**config.mk**
```make
export PLATFORM = sky130hd
export DESIGN_NAME = dma_2d_sequencer
export DESIGN_NICKNAME = d
export VERILOG_FILES = /design/src/rtl/dma_2d_sequencer.sv
export SDC_FILE = /design/constraint.sdc
export NUM_CORES = 1
export LEC_CHECK = 0
export CORE_MARGIN = 2
export CORE_UTILIZATION = 45
export DETAILED_ROUTE_END_ITERATION = 8
export DONT_BUFFER_PORTS = 1
export PLACE_DENSITY_LB_ADDON = 0.2
export SLEW_MARGIN = 20
export SYNTH_ARGS = -nofsm -noshare
export SYNTH_HDL_FRONTEND = slang
export SYNTH_SLANG_ARGS = --single-unit
export TNS_END_PERCENT = 20
```
**constraint.sdc**
```tcl
create_clock -name i_aclk -period 3.55 [get_ports i_aclk]
set_input_delay 0.5325 -clock i_aclk [delete_from_list [all_inputs] [get_ports i_aclk]]
set_output_delay 0.5325 -clock i_aclk [all_outputs]
set_load 0.05 [all_outputs]
```
**src/rtl/dma_2d_sequencer.sv**
```systemverilog
// dma_2d_sequencer: walks a 2-D block transfer row by row. Each row gets a
// read-engine command and then a write-engine command, strictly in that order.
// Source and destination pointers advance by their strides between rows.
// Optional feature: define DMA2D_SEQ_ABORT_EN to add the i_abort input.
module dma_2d_sequencer #(
  parameter int ADDR_WIDTH = 32,
  parameter int LEN_WIDTH  = 16,
  parameter int CNT_WIDTH  = 16
) (
  input  logic                  i_aclk,
  input  logic                  i_aresetn,
  input  logic                  i_start,
  input  logic [ADDR_WIDTH-1:0] i_src_base,
  input  logic [ADDR_WIDTH-1:0] i_dst_base,
  input  logic [ADDR_WIDTH-1:0] i_src_stride,
  input  logic [ADDR_WIDTH-1:0] i_dst_stride,
  input  logic [LEN_WIDTH-1:0]  i_row_len,
  input  logic [CNT_WIDTH-1:0]  i_row_cnt,
  input  logic                  i_rd_done,
  input  logic                  i_rd_error,
  input  logic                  i_wr_done,
  input  logic                  i_wr_error,
`ifdef DMA2D_SEQ_ABORT_EN
  input  logic                  i_abort,
`endif
  output logic                  o_rd_init,
  output logic [ADDR_WIDTH-1:0] o_rd_addr,
  output logic [LEN_WIDTH-1:0]  o_rd_len,
  output logic                  o_wr_init,
  output logic [ADDR_WIDTH-1:0] o_wr_addr,
  output logic [LEN_WIDTH-1:0]  o_wr_len,
  output logic                  o_busy,
  output logic                  o_done,
  output logic                  o_error,
  output logic [CNT_WIDTH-1:0]  o_row_idx
);

  typedef enum logic [2:0] {
    S_IDLE     = 3'd0,
    S_RD_ISSUE = 3'd1,
    S_RD_WAIT  = 3'd2,
    S_WR_ISSUE = 3'd3,
    S_WR_WAIT  = 3'd4,
    S_NEXT_ROW = 3'd5,
    S_FINISH   = 3'd6
  } state_t;

  state_t                r_state;
  logic [ADDR_WIDTH-1:0] r_src;
  logic [ADDR_WIDTH-1:0] r_dst;
  logic [ADDR_WIDTH-1:0] r_src_stride;
  logic [ADDR_WIDTH-1:0] r_dst_stride;
  logic [LEN_WIDTH-1:0]  r_len;
  logic [CNT_WIDTH-1:0]  r_row_cnt;
  logic [CNT_WIDTH-1:0]  r_row_idx;
  logic                  r_rd_init;
  logic                  r_wr_init;
  logic                  r_busy;
  logic                  r_done;
  logic                  r_error;
  logic                  r_rd_done_d;
  logic                  r_wr_done_d;
  logic                  r_abort_pend;

  logic                  w_rd_rise;
  logic                  w_wr_rise;
  logic                  w_abort;
  logic                  w_last_row;

`ifdef DMA2D_SEQ_ABORT_EN
  assign w_abort = i_abort;
`else
  assign w_abort = 1'b0;
`endif

  // Only a fresh 0->1 transition of the engine done level counts as completion.
  assign w_rd_rise  = i_rd_done & ~r_rd_done_d;
  assign w_wr_rise  = i_wr_done & ~r_wr_done_d;
  assign w_last_row = (r_row_idx == (r_row_cnt - CNT_WIDTH'(1)));

  // Main sequencer: state, latched config, row pointers and all registered outputs.
  always_ff @(posedge i_aclk) begin
    if (!i_aresetn) begin
      r_state      <= S_IDLE;
      r_src        <= '0;
      r_dst        <= '0;
      r_src_stride <= '0;
      r_dst_stride <= '0;
      r_len        <= '0;
      r_row_cnt    <= '0;
      r_row_idx    <= '0;
      r_rd_init    <= 1'b0;
      r_wr_init    <= 1'b0;
      r_busy       <= 1'b0;
      r_done       <= 1'b0;
      r_error      <= 1'b0;
      r_rd_done_d  <= 1'b0;
      r_wr_done_d  <= 1'b0;
      r_abort_pend <= 1'b0;
    end else begin
      r_rd_done_d <= i_rd_done;
      r_wr_done_d <= i_wr_done;
      // INIT and DONE are single-cycle pulses unless a branch re-asserts them.
      r_rd_init   <= 1'b0;
      r_wr_init   <= 1'b0;
      r_done      <= 1'b0;
      case (r_state)
        S_IDLE: begin
          if (i_start) begin
            r_src        <= i_src_base;
            r_dst        <= i_dst_base;
            r_src_stride <= i_src_stride;
            r_dst_stride <= i_dst_stride;
            r_len        <= i_row_len;
            r_row_cnt    <= i_row_cnt;
            r_row_idx    <= '0;
            r_error      <= 1'b0;
            r_abort_pend <= 1'b0;
            if ((i_row_cnt == '0) || (i_row_len == '0)) begin
              // Empty transfer: complete without touching either engine.
              r_state <= S_FINISH;
              r_done  <= 1'b1;
            end else begin
              r_state   <= S_RD_ISSUE;
              r_rd_init <= 1'b1;
              r_busy    <= 1'b1;
            end
          end else begin
            r_state <= S_IDLE;
          end
        end
        S_RD_ISSUE: begin
          if (w_abort) begin
            r_error <= 1'b1;
            r_state <= S_FINISH;
            r_done  <= 1'b1;
            r_busy  <= 1'b0;
          end else begin
            r_state <= S_RD_WAIT;
          end
        end
        S_RD_WAIT: begin
          if (w_rd_rise) begin
            if (i_rd_error || w_abort || r_abort_pend) begin
              r_error      <= 1'b1;
              r_abort_pend <= 1'b0;
              r_state      <= S_FINISH;
              r_done       <= 1'b1;
              r_busy       <= 1'b0;
            end else begin
              r_state   <= S_WR_ISSUE;
              r_wr_init <= 1'b1;
            end
          end else begin
            // An abort here must still let the outstanding read complete.
            r_abort_pend <= r_abort_pend | w_abort;
          end
        end
        S_WR_ISSUE: begin
          if (w_abort) begin
            r_error <= 1'b1;
            r_state <= S_FINISH;
            r_done  <= 1'b1;
            r_busy  <= 1'b0;
          end else begin
            r_state <= S_WR_WAIT;
          end
        end
        S_WR_WAIT: begin
          if (w_wr_rise) begin
            if (i_wr_error || w_abort || r_abort_pend) begin
              r_error      <= 1'b1;
              r_abort_pend <= 1'b0;
              r_state      <= S_FINISH;
              r_done       <= 1'b1;
              r_busy       <= 1'b0;
            end else begin
              r_state <= S_NEXT_ROW;
            end
          end else begin
            r_abort_pend <= r_abort_pend | w_abort;
          end
        end
        S_NEXT_ROW: begin
          if (w_abort) begin
            r_error <= 1'b1;
            r_state <= S_FINISH;
            r_done  <= 1'b1;
            r_busy  <= 1'b0;
          end else begin
            // Pointers wrap silently at the address width.
            r_src     <= r_src + r_src_stride;
            r_dst     <= r_dst + r_dst_stride;
            r_row_idx <= r_row_idx + CNT_WIDTH'(1);
            if (w_last_row) begin
              r_state <= S_FINISH;
              r_done  <= 1'b1;
              r_busy  <= 1'b0;
            end else begin
              r_state   <= S_RD_ISSUE;
              r_rd_init <= 1'b1;
            end
          end
        end
        S_FINISH: begin
          r_state <= S_IDLE;
        end
        default: begin
          r_state <= S_IDLE;
          r_busy  <= 1'b0;
        end
      endcase
    end
  end

  assign o_rd_init = r_rd_init;
  assign o_rd_addr = r_src;
  assign o_rd_len  = r_len;
  assign o_wr_init = r_wr_init;
  assign o_wr_addr = r_dst;
  assign o_wr_len  = r_len;
  assign o_busy    = r_busy;
  assign o_done    = r_done;
  assign o_error   = r_error;
  assign o_row_idx = r_row_idx;

endmodule

```
==> results of run 1 <==
## per-stage QoR
step           instance area [sq um]  worst slack [ns]  power (mW)  utilization, %  std cells
2_1_floorplan                  11000             0.523        5.64               -       1438
3_3_place_gp                   11500             0.532        6.30            47.6       1727
3_5_place_dp                   11500             0.370        6.36            47.6       1727
4_1_cts                        12100             0.326        8.21            49.8       1759
5_1_grt                        12100            0.0555        8.68            49.8       1759
6_report                       12100             0.290        8.18            49.8       1759
## cells by family (layout without fill, tap and decap cells)
group	after synthesis	after routing	share of synthesized area [%]
AO/OA/AOI/OAI	457	457	25.7
XOR/XNOR	63	63	4.99
adder cells (fa/ha/maj)	66	66	7.61
buffers and inverters	122	119	5.20
flip-flops	186	186	33.7
multiplexers	11	11	1.06
AND/OR/NAND/NOR	533	533	21.8
## power by group through the flow
stage	logic (mW)	clock network [mW]	registers, mW
after global routing	3.51	1.97	3.20
after floorplan	2.31	0	3.33
final	3.18	1.85	3.15
after global placement	3.11	0	3.19
after detailed placement	3.17	0	3.19
after CTS	3.18	1.88	3.15
## worst max-delay path, stage by stage, from the launching register on
cell,delay (ns)
sky130_fd_sc_hd__dfxtp_1,0.32
sky130_fd_sc_hd__ha_1,0.23
sky130_fd_sc_hd__inv_1,0.08
sky130_fd_sc_hd__fa_1,0.18
sky130_fd_sc_hd__nor2b_1,0.07
sky130_fd_sc_hd__o31ai_1,0.36
sky130_fd_sc_hd__a211oi_1,0.13
sky130_fd_sc_hd__buf_4,0.17
sky130_fd_sc_hd__a211o_1,0.33
sky130_fd_sc_hd__a2111oi_0,0.72
sky130_fd_sc_hd__o41ai_1,0.23
sky130_fd_sc_hd__xnor2_1,0.21
sky130_fd_sc_hd__o22ai_1,0.09
## worst max path at each step
stage                            endpoint  slack [ns]                      start
4_1_cts        o_rd_addr[30]$_SDFFE_PN0P_        0.33  o_rd_addr[0]$_SDFFE_PN0P_
6_report       o_rd_addr[30]$_SDFFE_PN0P_        0.29  o_rd_addr[0]$_SDFFE_PN0P_
3_5_place_dp   o_rd_addr[30]$_SDFFE_PN0P_        0.37  o_rd_addr[0]$_SDFFE_PN0P_
3_3_place_gp   o_rd_addr[30]$_SDFFE_PN0P_        0.53  o_rd_addr[0]$_SDFFE_PN0P_
5_1_grt        o_rd_addr[30]$_SDFFE_PN0P_        0.06  o_rd_addr[0]$_SDFFE_PN0P_
2_1_floorplan  o_rd_addr[24]$_SDFFE_PN0P_        0.52  o_rd_addr[0]$_SDFFE_PN0P_
## layer usage
metal	global-route usage, %	vias to the layer above	routed length, um
met1	31.1	4874	14400
met2	39.8	302	14700
met3	5.76	31	2070
met4	6.13	0	556
li1	-	5097	-
met5	0	-	0
## state kept, by name, summed over array words and instances (netlist names), 3 cells and up
| name | cells |
|---|---|
| o_rd_addr | 32 |
| o_wr_addr | 32 |
| r_dst_stride | 32 |
| r_src_stride | 32 |
| o_rd_len | 16 |
| o_row_idx | 16 |
| r_row_cnt | 16 |
| r_state | 3 |
## final cells by class
type,count,area [sq um]
Fill cell,2399,12100
Multi-Input combinational cell,1130,6780
Sequential cell,186,3720
Timing Repair Buffer,63,498
Clock buffer,18,439
Tap cell,324,405
Clock inverter,14,114
Inverter,24,95.1
## cells in the final DEF, fill, tap and decap left out, drive strengths merged, types with 5 or more instances in the layout
| cell type | synthesis | routed |
|---|---|---|
| nand2 | 283 | 283 |
| a21oi | 207 | 207 |
| dfxtp | 186 | 186 |
| nor2 | 84 | 84 |
| ha | 64 | 64 |
| buf | 24 | 63 |
| o21ai | 55 | 55 |
| a22oi | 47 | 47 |
| xnor2 | 41 | 41 |
| nand3 | 38 | 38 |
| nor3 | 31 | 31 |
| inv | 24 | 31 |
| a21o | 23 | 23 |
| xor2 | 22 | 22 |
| clkbuf | 74 | 18 |
| nand4 | 16 | 16 |
| a211oi | 15 | 15 |
| o22ai | 14 | 14 |
| nor4 | 14 | 14 |
| o21a | 13 | 13 |
| nor2b | 12 | 12 |
| and2 | 11 | 11 |
| and3 | 10 | 10 |
| o31ai | 9 | 9 |
| o21bai | 9 | 9 |
| a221oi | 9 | 9 |
| o211ai | 8 | 8 |
| nand2b | 7 | 7 |
| a22o | 7 | 7 |
| mux2 | 6 | 6 |
| or3 | 6 | 6 |
| a31oi | 6 | 6 |
| mux2i | 5 | 5 |
==> qor.yml, run 1 <==
status:
  run_status: "finished, final reports clean"
floorplan:
  start_util_pct: 45.7
  design.portCount: 284
  core_region_area_sq_mm: 0.0242
  die_span_in_y_um: 161
  placement_rows: 57
  die_outline_area_sq_mm: 0.0258
  die-width_um: 161
timing:
  setup_viol_count_final: 0
  max_slew.worst_pin.slew_ns: 1.06
  rsz0062_at_grt: "false"
  max_freq_ghz: 0.307
  finalCritPeriodShare_pct: 91.8
  clock-skew-final_ns: 0.0128
  maxSlewViolCount: 0
  timing.setup.tns_ns: 0
  timing.final.crit_period_ns: 3.26
  relSlewSlack_pct: 29.5
  final-hold-violation-count: 0
  final.hold.worst_slack_ns: 0.217
global_routing:
  grt_overflow: 0
  grt_start_max_net_pins: 117
  grt_pass1_vias: 9776
  grt_antenna_before_repair: 0
  globalRouteTotalUtil_pct: 23.9
  grt_pass1_wl_um: 50000
final_layout:
  share_of_post_route_cells_with_drive_strength_above_1_pct: 8.71
  nNetsFinal: 1655
  synthToLayoutAreaGrowth_pct: 9.07
  antenna-diode-count: 0
power:
  intPower_mw: 4.52
  pwr-share-seq_pct: 38.5
  power_switching_mw: 3.66
  p_comb_share_pct: 38.9
  powerDensity_mw_per_mm2: 678
  power.switching_fraction_pct: 44.8
  static-leakage-power_nw: 4.75
  clockPowerShare_pct: 22.6
  power.ir.vdd_worst_mv: 0.449
synthesis:
  post_synth_most_frequent_cells: "sky130_fd_sc_hd__nand2_1 (283), sky130_fd_sc_hd__a21oi_1 (207), sky130_fd_sc_hd__dfxtp_1 (186)"
  syn_warnings: 0
  synth-main-ff-cell: "sky130_fd_sc_hd__dfxtp_1"
  top_area_cell_type_share_of_the_netlist_area_pct: 33.7
  synth_cells: 1438
  synth_top_cells_by_area: "sky130_fd_sc_hd__dfxtp_1 (34%), sky130_fd_sc_hd__nand2_1 (9.6%), sky130_fd_sc_hd__a21oi_1 (9.4%)"
  synth.avg_cell_area_sq_um: 7.68
  ys_async_sr_fraction_pct: 0
  netlist-cell-type-count: 78
  yosysMostFrequentCell: "sky130_fd_sc_hd__nand2_1"
  synth_top_cell_by_area: "sky130_fd_sc_hd__dfxtp_1"
  synth_fp_nets: 1671
  synth_seq_area_share_pct: 33.7
  ys_ff_latch: 186
  syn-cell-area_sq_mm: 0.0110
  synth_edf_count: 0
route:
  drc_errors: 0
  vias: 10304
  viasPerCell: 5.86
  wirelength_um: 31700
  final_antenna_net_count: 0
  drt_iter0_markers: 751
  drt-pass1-iter-count: 5
  routedWlPerCell_um: 18.0
setup_path:
  critical_path.reg2reg.startpoint: "o_rd_addr[0]$_SDFFE_PN0P_"
  path_max_fanout: 4
  worstSetupEndpointType: "flip-flop"
  timing.reg2reg.worst_path_depth: 12
  criticalPathCategory: "reg -> reg"
  rrSetupSlack_ns: 0.29
  required_ns: 3.83
  crit_path_start_kind: "flip-flop"
  worst_reg2reg_endpoint: "o_rd_addr[30]$_SDFFE_PN0P_"
  arrival_ns: 3.54
cts:
  postCtsSetupBuffers: 0
  cts_resized: 0
  maximum_buffer_depth_of_the_clock_tree: 2
  worst_setup_hold_path_clk_slew_ns: 0.07
  clock_sinks: 186
  numCtsBuffers: 17
  clk_latency_ns: 0.44
  cts-hold-fix-buffers: 0
  tritoncts: "built"
  clock-root-buffer: "sky130_fd_sc_hd__clkbuf_16"
  htree_levels: 4
hold_path:
  timing.hold.worst_path_depth: 1
  hp-class: "in -> reg"
  hold-path-endpoint: "r_wr_done_d$_SDFF_PN0_"
  hold_start: "i_wr_done"
place:
  gp_routability_congestion: 0.873
  io_buffer_count: 0
  dp_hpwl_um: 22800
run:
  cap_viol_max_count: 0
Power figures use the tool's default switching activity.
==> run 2, diff against run 1 <==
- CTS_BUF_LIST: unset -> sky130_fd_sc_hd__clkbuf_2
==> run 2 against run 1 <==
Register-to-register slack about the same. Final area increased by 11%. Sequential share of layout area decreased by 3.0 points. Worst hold slack got worse by 0.14 ns. Die area unchanged. Sequential power about the same. Routed wire length increased by 6.9%. First-iteration DRC count increased by 21%. Core utilization increased by 5.4 points. Largest cell class unchanged. Largest power group unchanged.
==> qor.yml, run 2 (same netlist as run 1, synthesis figures left out) <==
power:
  power.ir.vdd_worst_mv: 0.489  # +8.9%
  powerDensity_mw_per_mm2: 565  # -17%
  static-leakage-power_nw: 5.29  # +11%
timing:
  final-hold-violation-count: 0  # unchanged
  clock-skew-final_ns: 0.0417  # +0.0289 ns
  max_slew.worst_pin.slew_ns: 1.05  # -0.000372 ns
  timing.setup.tns_ns: 0  # unchanged
  maxSlewViolCount: 0  # unchanged
  relSlewSlack_pct: 29.6  # about the same
  max_freq_ghz: 0.306  # -0.37%
  setup_viol_count_final: 0  # unchanged
  timing.final.crit_period_ns: 3.27  # +0.0121 ns
  finalCritPeriodShare_pct: 92.2  # +0.34 points
  rsz0062_at_grt: "false"
cts:
  maximum_buffer_depth_of_the_clock_tree: 2  # unchanged
  clk_latency_ns: 0.78  # +0.34 ns
  clock-root-buffer: "sky130_fd_sc_hd__clkbuf_2"
  tritoncts: "built"
  worst_setup_hold_path_clk_slew_ns: 0.30  # +0.23 ns
  numCtsBuffers: 17  # unchanged
  cts_resized: 0  # unchanged
  htree_levels: 4  # unchanged
  clock_sinks: 186  # unchanged
setup_path:
  crit_slowest_cell: "sky130_fd_sc_hd__a2111oi_0"
  path_max_fanout: 4  # unchanged
  worstSetupEndpointType: "flip-flop"
  arrival_ns: 3.93  # +0.39 ns
  required_ns: 4.20  # +0.37 ns
  crit_path_start_kind: "flip-flop"
  worstPathCellList: "ha_1 > inv_1 > fa_1 > nor2b_1 > o31ai_1 > a211oi_1 > buf_4 > a211o_1 > a2111oi_0 > o41ai_1 > xnor2_1 > o22ai_1"
  cp.buffers_inverters: 2  # unchanged
  slowest_delay_ns: 0.71  # about the same
  criticalPathCategory: "reg -> reg"
  crit_family: "compound AO/OA/AOI/OAI gates"
final_layout:
  layout.area.seq_sq_mm: 0.00372  # unchanged
  most-common-layout-cells: "sky130_fd_sc_hd__nand2_1 (282), sky130_fd_sc_hd__a21oi_1 (207), sky130_fd_sc_hd__dfxtp_1 (186), sky130_fd_sc_hd__dlygate4sd3_1 (164), sky130_fd_sc_hd__nor2_1 (81)"
  final.fill_count: 2281  # -4.9%
  synthToLayoutAreaGrowth_pct: 20.8
  layout_commonest_cell: "sky130_fd_sc_hd__nand2_1"
  utilization_pct: 55.2  # +5.4 points
  combined_area_of_the_multi_input_logic_cells_sq_mm: 0.00678  # unchanged
  share_of_post_route_cells_with_drive_strength_above_1_pct: 7.75  # -0.96 points
  nNetsFinal: 1819  # +9.9%
route:
  route.met3.wl_um: 1980  # -4.6%
  vias: 11067  # +7.4%
  final_antenna_net_count: 0  # unchanged
  m1WireLength_um: 15000  # +4.4%
  drc_errors: 0  # unchanged
  routedWlPerCell_um: 17.6  # -2.5%
  drt_iter0_markers: 909  # +21%
  wirelength_um: 33900  # +6.9%
  maxUsedRoutingLayer: "met4"
  viasPerCell: 5.74  # -2.0%
  dr_wl_met2_um: 16100  # +9.6%
  drt-pass1-iter-count: 5  # unchanged
floorplan:
  design.portCount: 284  # unchanged
  die-width_um: 161  # unchanged
  placement_rows: 57  # unchanged
  start_util_pct: 45.7  # unchanged
  die_outline_area_sq_mm: 0.0258  # unchanged
  core_region_area_sq_mm: 0.0242  # unchanged
  die_span_in_y_um: 161  # unchanged
place:
  io_buffer_count: 0  # unchanged
  dp_hpwl_um: 22800  # unchanged
  gp_routability_congestion: 0.873  # unchanged
global_routing:
  grt_overflow: 0  # unchanged
  grt_antenna_before_repair: 4  # +4
  globalRouteTotalUtil_pct: 25.4  # +1.5 points
  grt_pass1_vias: 10681  # +9.3%
  grt_start_max_net_pins: 117  # unchanged
  grt_pass1_wl_um: 53600  # +7.1%
hold_path:
  hp-class: "in -> reg"
run:
  cap_viol_max_count: 0  # unchanged
status:
  run_status: "finished, final reports clean"
-- run 2: path summary, 6_finish.rpt --
path,cells after the start,start,slack [ns],endpoint
setup / recovery,12,o_rd_addr[0]$_SDFFE_PN0P_,0.28,o_rd_addr[30]$_SDFFE_PN0P_
hold / removal,3,i_rd_error,0.08,r_state[2]$_SDFFE_PN0P_
setup reg to reg,12,o_rd_addr[0]$_SDFFE_PN0P_,0.28,o_rd_addr[30]$_SDFFE_PN0P_
hold reg to reg,1,r_rd_done_d$_SDFF_PN0_,0.45,o_wr_init$_SDFF_PN0_
-- run 2: final cells by class --
| cell class | instances | share of cell area (%) |
|---|---|---|
| multi-input combinational | 1130 | 50.7 |
| sequential | 186 | 27.9 |
| timing repair buffer | 227 | 16.0 |
| tap | 324 | 3.04 |
| clock inverter | 15 | 0.881 |
| inverter | 24 | 0.712 |
| clock buffer | 17 | 0.637 |
| antenna | 4 | 0.0750 |
-- run 2: tightest hold or removal path: cells and delay by family --
family / cells / cell delay (ns)
compound gates: 2 / 0.31
simple gates: 1 / 0.02
-- run 2: timing repair --
| item | CTS | global route |
|---|---|---|
| endpoints found under the setup margin | 0 | 0 |
| hold buffers | 160 | 4 |
| setup buffers | 0 | 0 |
| endpoints found under the hold margin | 169 | 4 |
-- run 2: per-layer routing --
metal | vias up | track usage (%)
met5 | - | 0
met4 | 0 | 8.28
met3 | 44 | 4.80
met2 | 333 | 43.4
met1 | 5249 | 32.4
li1 | 5441 | -
-- run 2: power by group --
group	internal, mW	leakage [nW]	switching (mW)
clock network	0.201	0.121	0.827
registers	2.44	1.52	0.712
logic	1.26	3.65	2.11
total	3.90	5.29	3.65
-- run 2: per-stage QoR --
step	cell area [sq um]	setup WS, ns	hold slack (ns)	total power [mW]	instances
final	13400	0.278	0.0750	7.55	1927
after global routing	13300	0.0293	0.00322	8.04	1926
after CTS	13300	0.299	0.00570	7.54	1919
after detailed placement	11500	0.370	0.423	6.36	1727
after global placement	11500	0.532	0.413	6.30	1727
after floorplan	11000	0.523	0.399	5.64	1438
